--- src/rtl/reg_write_arb_if.sv ---
`default_nettype none
`timescale 1ns/1ps
// ============================================================================
// Module      : reg_write_arb_if
// Description : Bundle of the arbiter's signals: the primary and secondary
//               write requests, the register-file write port, the pending
//               register checks and the FIFO occupancy.
// Revision    : 1.0 - initial release
// ============================================================================
interface reg_write_arb_if #(
    parameter int DEPTH = 4
) ();
    // Primary (pipeline) request
    logic        p_valid;
    logic [4:0]  p_addr;
    logic [31:0] p_data;
    // Secondary (long-latency) request
    logic        s_valid;
    logic        s_ready;
    logic [4:0]  s_addr;
    logic [31:0] s_data;
    // Register-file write port
    logic        we;
    logic [4:0]  write_addr;
    logic [31:0] write_data;
    // Decode-stage pending checks
    logic [4:0]  chk1_addr;
    logic [4:0]  chk2_addr;
    logic        chk1_pend;
    logic        chk2_pend;
    // FIFO occupancy
    logic [$clog2(DEPTH):0] count;

    // Requester / decode side
    modport master (
        output p_valid, p_addr, p_data,
        output s_valid, s_addr, s_data,
        output chk1_addr, chk2_addr,
        input  s_ready, we, write_addr, write_data,
        input  chk1_pend, chk2_pend, count
    );

    // Arbiter side
    modport slave (
        input  p_valid, p_addr, p_data,
        input  s_valid, s_addr, s_data,
        input  chk1_addr, chk2_addr,
        output s_ready, we, write_addr, write_data,
        output chk1_pend, chk2_pend, count
    );
endinterface
`default_nettype wire

--- src/rtl/reg_write_arb.sv ---
`default_nettype none
`timescale 1ns/1ps
// ============================================================================
// Module      : reg_write_arb
// Description : Merges pipeline results and queued long-latency results onto
//               the register file's single write port. The pipeline always
//               wins; a pipeline write kills older queued writes to the same
//               register so that stale data never lands on top of it.
// Revision    : 1.0 - initial release
// ============================================================================
module reg_write_arb #(
    parameter int DEPTH = 4
) (
    input  wire logic      clk,
    input  wire logic      rst,
    reg_write_arb_if.slave bus
);
    localparam int c_aw = $clog2(DEPTH);
    localparam logic [c_aw:0] c_depth = DEPTH[c_aw:0];

    // Queue storage and per-entry live flags
    logic [4:0]  r_addr_q [DEPTH];
    logic [31:0] r_data_q [DEPTH];
    logic [DEPTH-1:0] r_live;
    logic [c_aw:0] r_wr_ptr;
    logic [c_aw:0] r_rd_ptr;

    // Output register
    logic        r_we;
    logic [4:0]  r_write_addr;
    logic [31:0] r_write_data;

    logic [c_aw:0]   w_count;
    logic            w_ready;
    logic            w_empty;
    logic [c_aw-1:0] w_head;
    logic [c_aw-1:0] w_tail;
    logic            w_head_live;
    logic            w_p_issue;
    logic            w_push;
    logic            w_pop;
    logic            w_hit1;
    logic            w_hit2;

    // The wrap bit makes the pointer difference the true occupancy, 0..DEPTH
    assign w_count     = r_wr_ptr - r_rd_ptr;
    assign w_empty     = (r_wr_ptr == r_rd_ptr);
    assign w_ready     = !rst && (w_count < c_depth);
    assign w_head      = r_rd_ptr[c_aw-1:0];
    assign w_tail      = r_wr_ptr[c_aw-1:0];
    assign w_head_live = !w_empty && r_live[w_head];

    // Writes to r0 are architecturally void, so they neither issue nor block
    assign w_p_issue = bus.p_valid && (bus.p_addr != 5'd0);

    // A secondary result is dropped if it targets r0 or if the pipeline is
    // writing the same register this cycle (the pipeline result is newer)
    assign w_push = bus.s_valid && w_ready && (bus.s_addr != 5'd0)
                    && !(w_p_issue && (bus.p_addr == bus.s_addr));

    // The head drains (live or killed) only in cycles the pipeline leaves free
    assign w_pop = !w_p_issue && !w_empty;

    // Pointer and live-flag bookkeeping, including the write-after-write kill
    always_ff @(posedge clk) begin
        if (rst) begin
            r_wr_ptr <= '0;
            r_rd_ptr <= '0;
            r_live   <= '0;
        end else begin
            for (int i = 0; i < DEPTH; i++) begin
                if (w_p_issue && r_live[i] && (r_addr_q[i] == bus.p_addr)) begin
                    r_live[i] <= 1'b0;
                end
            end
            if (w_pop) begin
                r_live[w_head] <= 1'b0;
                r_rd_ptr       <= r_rd_ptr + 1'b1;
            end
            // The tail slot is free whenever a push is allowed, so it never
            // collides with the head or with a kill of a live entry
            if (w_push) begin
                r_live[w_tail] <= 1'b1;
                r_wr_ptr       <= r_wr_ptr + 1'b1;
            end
        end
    end

    // Payload storage; meaningful only while the matching live flag is set
    always_ff @(posedge clk) begin
        if (w_push) begin
            r_addr_q[w_tail] <= bus.s_addr;
            r_data_q[w_tail] <= bus.s_data;
        end
    end

    // Output register, rewritten every cycle so a write never lingers
    always_ff @(posedge clk) begin
        if (rst) begin
            r_we         <= 1'b0;
            r_write_addr <= 5'd0;
            r_write_data <= 32'd0;
        end else if (w_p_issue) begin
            r_we         <= 1'b1;
            r_write_addr <= bus.p_addr;
            r_write_data <= bus.p_data;
        end else if (w_pop && w_head_live) begin
            r_we         <= 1'b1;
            r_write_addr <= r_addr_q[w_head];
            r_write_data <= r_data_q[w_head];
        end else begin
            r_we         <= 1'b0;
            r_write_addr <= 5'd0;
            r_write_data <= 32'd0;
        end
    end

    // Pending lookup over the registered queue only
    always_comb begin
        w_hit1 = 1'b0;
        w_hit2 = 1'b0;
        for (int i = 0; i < DEPTH; i++) begin
            if (r_live[i] && (r_addr_q[i] == bus.chk1_addr)) w_hit1 = 1'b1;
            if (r_live[i] && (r_addr_q[i] == bus.chk2_addr)) w_hit2 = 1'b1;
        end
    end

    assign bus.chk1_pend  = (bus.chk1_addr != 5'd0) && w_hit1;
    assign bus.chk2_pend  = (bus.chk2_addr != 5'd0) && w_hit2;
    assign bus.s_ready    = w_ready;
    assign bus.count      = w_count;
    assign bus.we         = r_we;
    assign bus.write_addr = r_write_addr;
    assign bus.write_data = r_write_data;
endmodule
`default_nettype wire

--- src/flat_wrapper.sv ---
// flat-port wrapper written by rule: the top's interface ports become plain ports
module reg_write_arb_flat 
#(
    parameter int DEPTH = 4
)
  (clk, rst, bus_p_valid, bus_p_addr, bus_p_data, bus_s_valid, bus_s_addr, bus_s_data, bus_chk1_addr, bus_chk2_addr, bus_s_ready, bus_we, bus_write_addr, bus_write_data, bus_chk1_pend, bus_chk2_pend, bus_count);
  reg_write_arb_if #(.DEPTH(DEPTH)) bus_i ();
  input  wire logic clk;
  input  wire logic rst;
  input wire logic [$bits(bus_i.p_valid)-1:0] bus_p_valid;
  input wire logic [$bits(bus_i.p_addr)-1:0] bus_p_addr;
  input wire logic [$bits(bus_i.p_data)-1:0] bus_p_data;
  input wire logic [$bits(bus_i.s_valid)-1:0] bus_s_valid;
  input wire logic [$bits(bus_i.s_addr)-1:0] bus_s_addr;
  input wire logic [$bits(bus_i.s_data)-1:0] bus_s_data;
  input wire logic [$bits(bus_i.chk1_addr)-1:0] bus_chk1_addr;
  input wire logic [$bits(bus_i.chk2_addr)-1:0] bus_chk2_addr;
  output wire logic [$bits(bus_i.s_ready)-1:0] bus_s_ready;
  output wire logic [$bits(bus_i.we)-1:0] bus_we;
  output wire logic [$bits(bus_i.write_addr)-1:0] bus_write_addr;
  output wire logic [$bits(bus_i.write_data)-1:0] bus_write_data;
  output wire logic [$bits(bus_i.chk1_pend)-1:0] bus_chk1_pend;
  output wire logic [$bits(bus_i.chk2_pend)-1:0] bus_chk2_pend;
  output wire logic [$bits(bus_i.count)-1:0] bus_count;
  assign bus_i.p_valid = bus_p_valid;
  assign bus_i.p_addr = bus_p_addr;
  assign bus_i.p_data = bus_p_data;
  assign bus_i.s_valid = bus_s_valid;
  assign bus_i.s_addr = bus_s_addr;
  assign bus_i.s_data = bus_s_data;
  assign bus_i.chk1_addr = bus_chk1_addr;
  assign bus_i.chk2_addr = bus_chk2_addr;
  assign bus_s_ready = bus_i.s_ready;
  assign bus_we = bus_i.we;
  assign bus_write_addr = bus_i.write_addr;
  assign bus_write_data = bus_i.write_data;
  assign bus_chk1_pend = bus_i.chk1_pend;
  assign bus_chk2_pend = bus_i.chk2_pend;
  assign bus_count = bus_i.count;
  reg_write_arb #(.DEPTH(DEPTH)) u_core (.clk(clk), .rst(rst), .bus(bus_i));
endmodule
--- config.mk ---
export PLATFORM = sky130hd
export DESIGN_NAME = reg_write_arb_flat
export DESIGN_NICKNAME = d
export VERILOG_FILES = /design/src/rtl/reg_write_arb_if.sv /design/src/rtl/reg_write_arb.sv /design/src/flat_wrapper.sv
export SDC_FILE = /design/constraint.sdc
export NUM_CORES = 1
export LEC_CHECK = 0
export CAP_MARGIN = 20
export CORE_ASPECT_RATIO = 0.8
export CORE_MARGIN = 4
export CORE_UTILIZATION = 54
export DETAILED_ROUTE_END_ITERATION = 10
export GPL_ROUTABILITY_DRIVEN = 0
export PLACE_DENSITY = 0.79
export SYNTH_ARGS = -nofsm -noshare
export SYNTH_HDL_FRONTEND = slang
export SYNTH_SLANG_ARGS = --single-unit
--- constraint.sdc ---
create_clock -name clk -period 3.4 [get_ports clk]
set_input_delay 0.68 -clock clk [delete_from_list [all_inputs] [get_ports clk]]
set_output_delay 0.68 -clock clk [all_outputs]
set_load 0.05 [all_outputs]
==> out/qor.csv, run 1 <==
stage,metric,value,unit
yosys,synth top area cells,"edfxtp_1 53%, dfxtp_1 12%, mux4_2 10%",
power_and_ir_drop,Power Density,604.4,nW/um2
floorplanning,die height,119.0,um
critical_path,Worst R2R End,u_core.r_data_q[2][7],
sta,Worst-Margin Slew,1.008,ns
yosys,Synth Area in Simple Gates,0.05346,
finish,"commonest non-fill, non-tap cells in the layout","148 x edfxtp_1, 127 x clkdlybuf4s50_1, 49 x xor2_1",
critical_path,"Max FO, Critical Path",4,
finish,Syn-to-layout area delta,26.65,%
cts,Num CTS Buffers,17,
cts,Longest Clk Path Bufs,2,
floorplanning,total core area,15060,um2
critical_path,CP endpoint kind,output pin,
yosys,number of synthesized flops with an enable pin,148,
sta,RSZ-0062 raised after global routing,false,
yosys,Synth Register Bits,198,
grt,largest net degree at the start of global routing,38,
critical_path,Critical Setup Path Class,register to output pin,
critical_path,R2R depth,8,
drt,via-per-instance ratio,5.404,
yosys,post-synthesis async set-or-reset flop share,0,
cts,"Clk pin slew, worst setup/hold paths",0.06,ns
placement,DP Wirelength,12560,um
grt,Overflow after GRT,0,
power_and_ir_drop,Reg power frac,0.465,
sta,Max Fclk,315.7,MHz
sta,"Hold Violations, Final",0,
grt,antenna violations before repair,0,
sta,"Slew Viols, Final",0,
yosys,synthesis warning total,0,
yosys,Compound-Gate Fraction of Synth Area,0.05285,
grt,wire length of the first global-routing pass,28140,um
critical_path,CP required,2.72,ns
cts,H-tree depth,4,
power_and_ir_drop,Clk pwr share,0.291,
finish,NumNets Final,776,
yosys,top cell type's share of synthesized area,0.5349,
critical_path,Worst R2R Setup Slack,0.51,ns
yosys,ys flop type,edfxtp_1,
sta,Slew headroom,0.3278,
sta,TNS Setup,0,ns
yosys,post-synth cell types,40,
yosys,Post-Synth Adder-Cell Area,0.01747,
yosys,post-synthesis mux area share,0.1042,
yosys,post-synthesis xor/xnor area fraction,0.07559,
critical_path,crit path buf inv count,3,
yosys,Cells after Synth,537,
yosys,combinational family with the most area after synthesis,multiplexers,
power_and_ir_drop,Int Pwr,4527,uW
drt,post-route DRC violation count,0,
drt,WL/cell,19.83,um
worst_hold_path,hold path depth,2,
yosys,Mean Syn Cell Area,15.47,um2
floorplanning,row count,40,
critical_path,reg2reg start,u_core.r_wr_ptr[0],
sta,clk_skew,0.01055,ns
critical_path,critical path data arrival time,2.49,ns
yosys,Synth Cell Area,8309,um2
finish,layout cells sized above 1,0.1942,
floorplanning,Top Ports,132,
drt,drt pass-1 iters,4,
power_and_ir_drop,switching share of power,0.2883,
floorplanning,Starting Density,0.5516,
sta,min cycle time layout,3.167,ns
finish,antenna cells,0,
sta,Final Setup Violations,0,
power_and_ir_drop,VDD IR-drop max,0.4566,mV
power_and_ir_drop,P_leak,0.003737,uW
sta,fin worst setup slack,0.2328,ns
sta,Hold Worst Slack,0.5490,ns
sta,final worst-path cycle share,0.9315,
worst_hold_path,hold_sp,u_core.r_wr_ptr[2],
yosys,sequential area share after synthesis,0.6553,
grt,gr usage total,0.2108,
job,max_cap viols,0,
power_and_ir_drop,net switching power,1833,uW
yosys,syn nets,636,
cts,Clock Latency Late Sink,0.43,ns
drt,Post-DRT Antenna Nets,0,
finish,"most common cell after layout, fill and taps aside",edfxtp_1,
cts,CTS tree,built,
cts,# clock sinks,198,
power_and_ir_drop,combinational power share,0.244,
yosys,cell taking the most area after synthesis,edfxtp_1,
status,outcome,finished clean,
placement,I/O Buffers,131,
drt,DR iter-0 viols,418,
drt,Post-Route WL,17850,um
grt,vias in the first global route,5152,
critical_path,CP max stage delay,0.79,ns
worst_hold_path,sink of the worst hold path,u_core.r_wr_ptr[2],
critical_path,Critical Path Start Type,register,
critical_path,"Max stage delay cell, worst path",clkdlybuf4s50_1,
placement,Place WS,0.2937,ns
cts,CTS resizes,0,
cts,CTS root buffer,clkbuf_16,
worst_hold_path,Hold Crit Class,register to register,
drt,via count,4864,
critical_path,"CP delay by family, top",buffers and inverters,
cts,Post-CTS Setup Repair Bufs,0,
floorplanning,die area,17450,um2
critical_path,Worst path most repeated cell,inv_1,
critical_path,"critical path, cell by cell",inv_1 -> ha_1 -> fa_1 -> inv_1 -> clkdlybuf4s50_1,
floorplanning,DIE WIDTH,146.7,um
cts,hold-fix buffers at CTS,0,
## state kept, by name (all words and copies together), names as in the netlist, named ones only
register / flops
u_core.bus.we: 1
u_core.r_addr_q: 20
u_core.r_live: 4
u_core.bus.write_data: 32
u_core.r_wr_ptr: 3
u_core.r_rd_ptr: 3
u_core.bus.write_addr: 5
u_core.r_data_q: 128
## routing by layer
metal	GRT usage	part of all wire	vias to the layer above
li1	-	-	2238
met3	0.06010	0.078	31
met2	0.3373	0.49	198
met1	0.2831	0.42	2397
met5	0	0	-
met4	0.06463	0.018	0
## worst reg2reg max path, delay by kind of cell, from the launching register on
kind	cells	cell delay (ns)
AOI/OAI and AO/OA	2	0.59
xor gates and xnor gates	1	0.26
adders and majority gates	2	0.61
buffers and inverters	2	0.35
DFF	1	0.40
and+or+nand+nor	1	0.38
## power groups by stage
stage,registers (uW),logic (uW),clock network (uW)
detailed placement,3010,1550,0
global placement,3000,1530,0
floorplan,3040,1000,0
CTS,2960,1570,1880
global route,2980,1670,1980
finish,2960,1550,1850
## cell type report
| class | instances | area, um2 |
|---|---|---|
| Clock buffer | 20 | 436.7 |
| Clock inverter | 12 | 102.6 |
| Fill cell | 970 | 4541 |
| Inverter | 45 | 168.9 |
| Multi-Input combinational cell | 263 | 2529 |
| Sequential cell | 198 | 5448 |
| Tap cell | 210 | 262.8 |
| Timing Repair Buffer | 152 | 1577 |
## Yosys cell counts (2+ instances only)
library cell,count
buf_4,2
buf_6,4
nor4_1,8
and2_1,3
dfxtp_1,50
nor3_1,6
o21ai_0,7
o21a_1,3
a41o_1,3
a21oi_1,3
inv_1,45
nand3_1,9
ha_1,10
clkbuf_1,18
xor2_1,49
buf_2,6
or4_1,2
nor2_1,9
mux4_2,38
edfxtp_1,148
xnor2_1,20
nand2_1,43
o21ai_2,30
nand4_1,5
## worst max-delay path by stage
stage	start	depth (start not counted)	endpoint	slack, ns
after global routing	u_core.r_wr_ptr[0]	5	bus_count[1]	0.13
after CTS	u_core.r_wr_ptr[0]	5	bus_count[2]	0.01
after detailed placement	bus_p_addr[0]	6	u_core.r_data_q[2][4]	0.29
after floorplan	u_core.r_wr_ptr[0]	7	u_core.r_addr_q[3][0]	0.37
final	u_core.r_wr_ptr[0]	5	bus_count[1]	0.23
after global placement	bus_p_addr[0]	6	u_core.r_data_q[2][6]	0.34
## through the flow
| step | instances | utilization | total power, uW | area [um2] |
|---|---|---|---|---|
| final | 900 | 0.6986 | 6360 | 10520 |
| after global routing | 900 | 0.6986 | 6634 | 10520 |
| after CTS | 900 | 0.6984 | 6410 | 10520 |
| after detailed placement | 868 | 0.6626 | 4563 | 9982 |
| after global placement | 868 | 0.6626 | 4529 | 9982 |
| after floorplan | 537 | - | 4041 | 8313 |
## cell families after synthesis
group,after synthesis
simple gates,91
buf+inv,76
fa+ha+maj,11
compound gates,52
mux,39
flops,198
xor+xnor,70
(Power assumes the default switching activity.)
==> run 2, diff against run 1 <==
Settings changed: SLEW_MARGIN set to 20.
==> results of run 2 <==
Same layout as run 1: the final DEF is identical, and so are final timing and power.
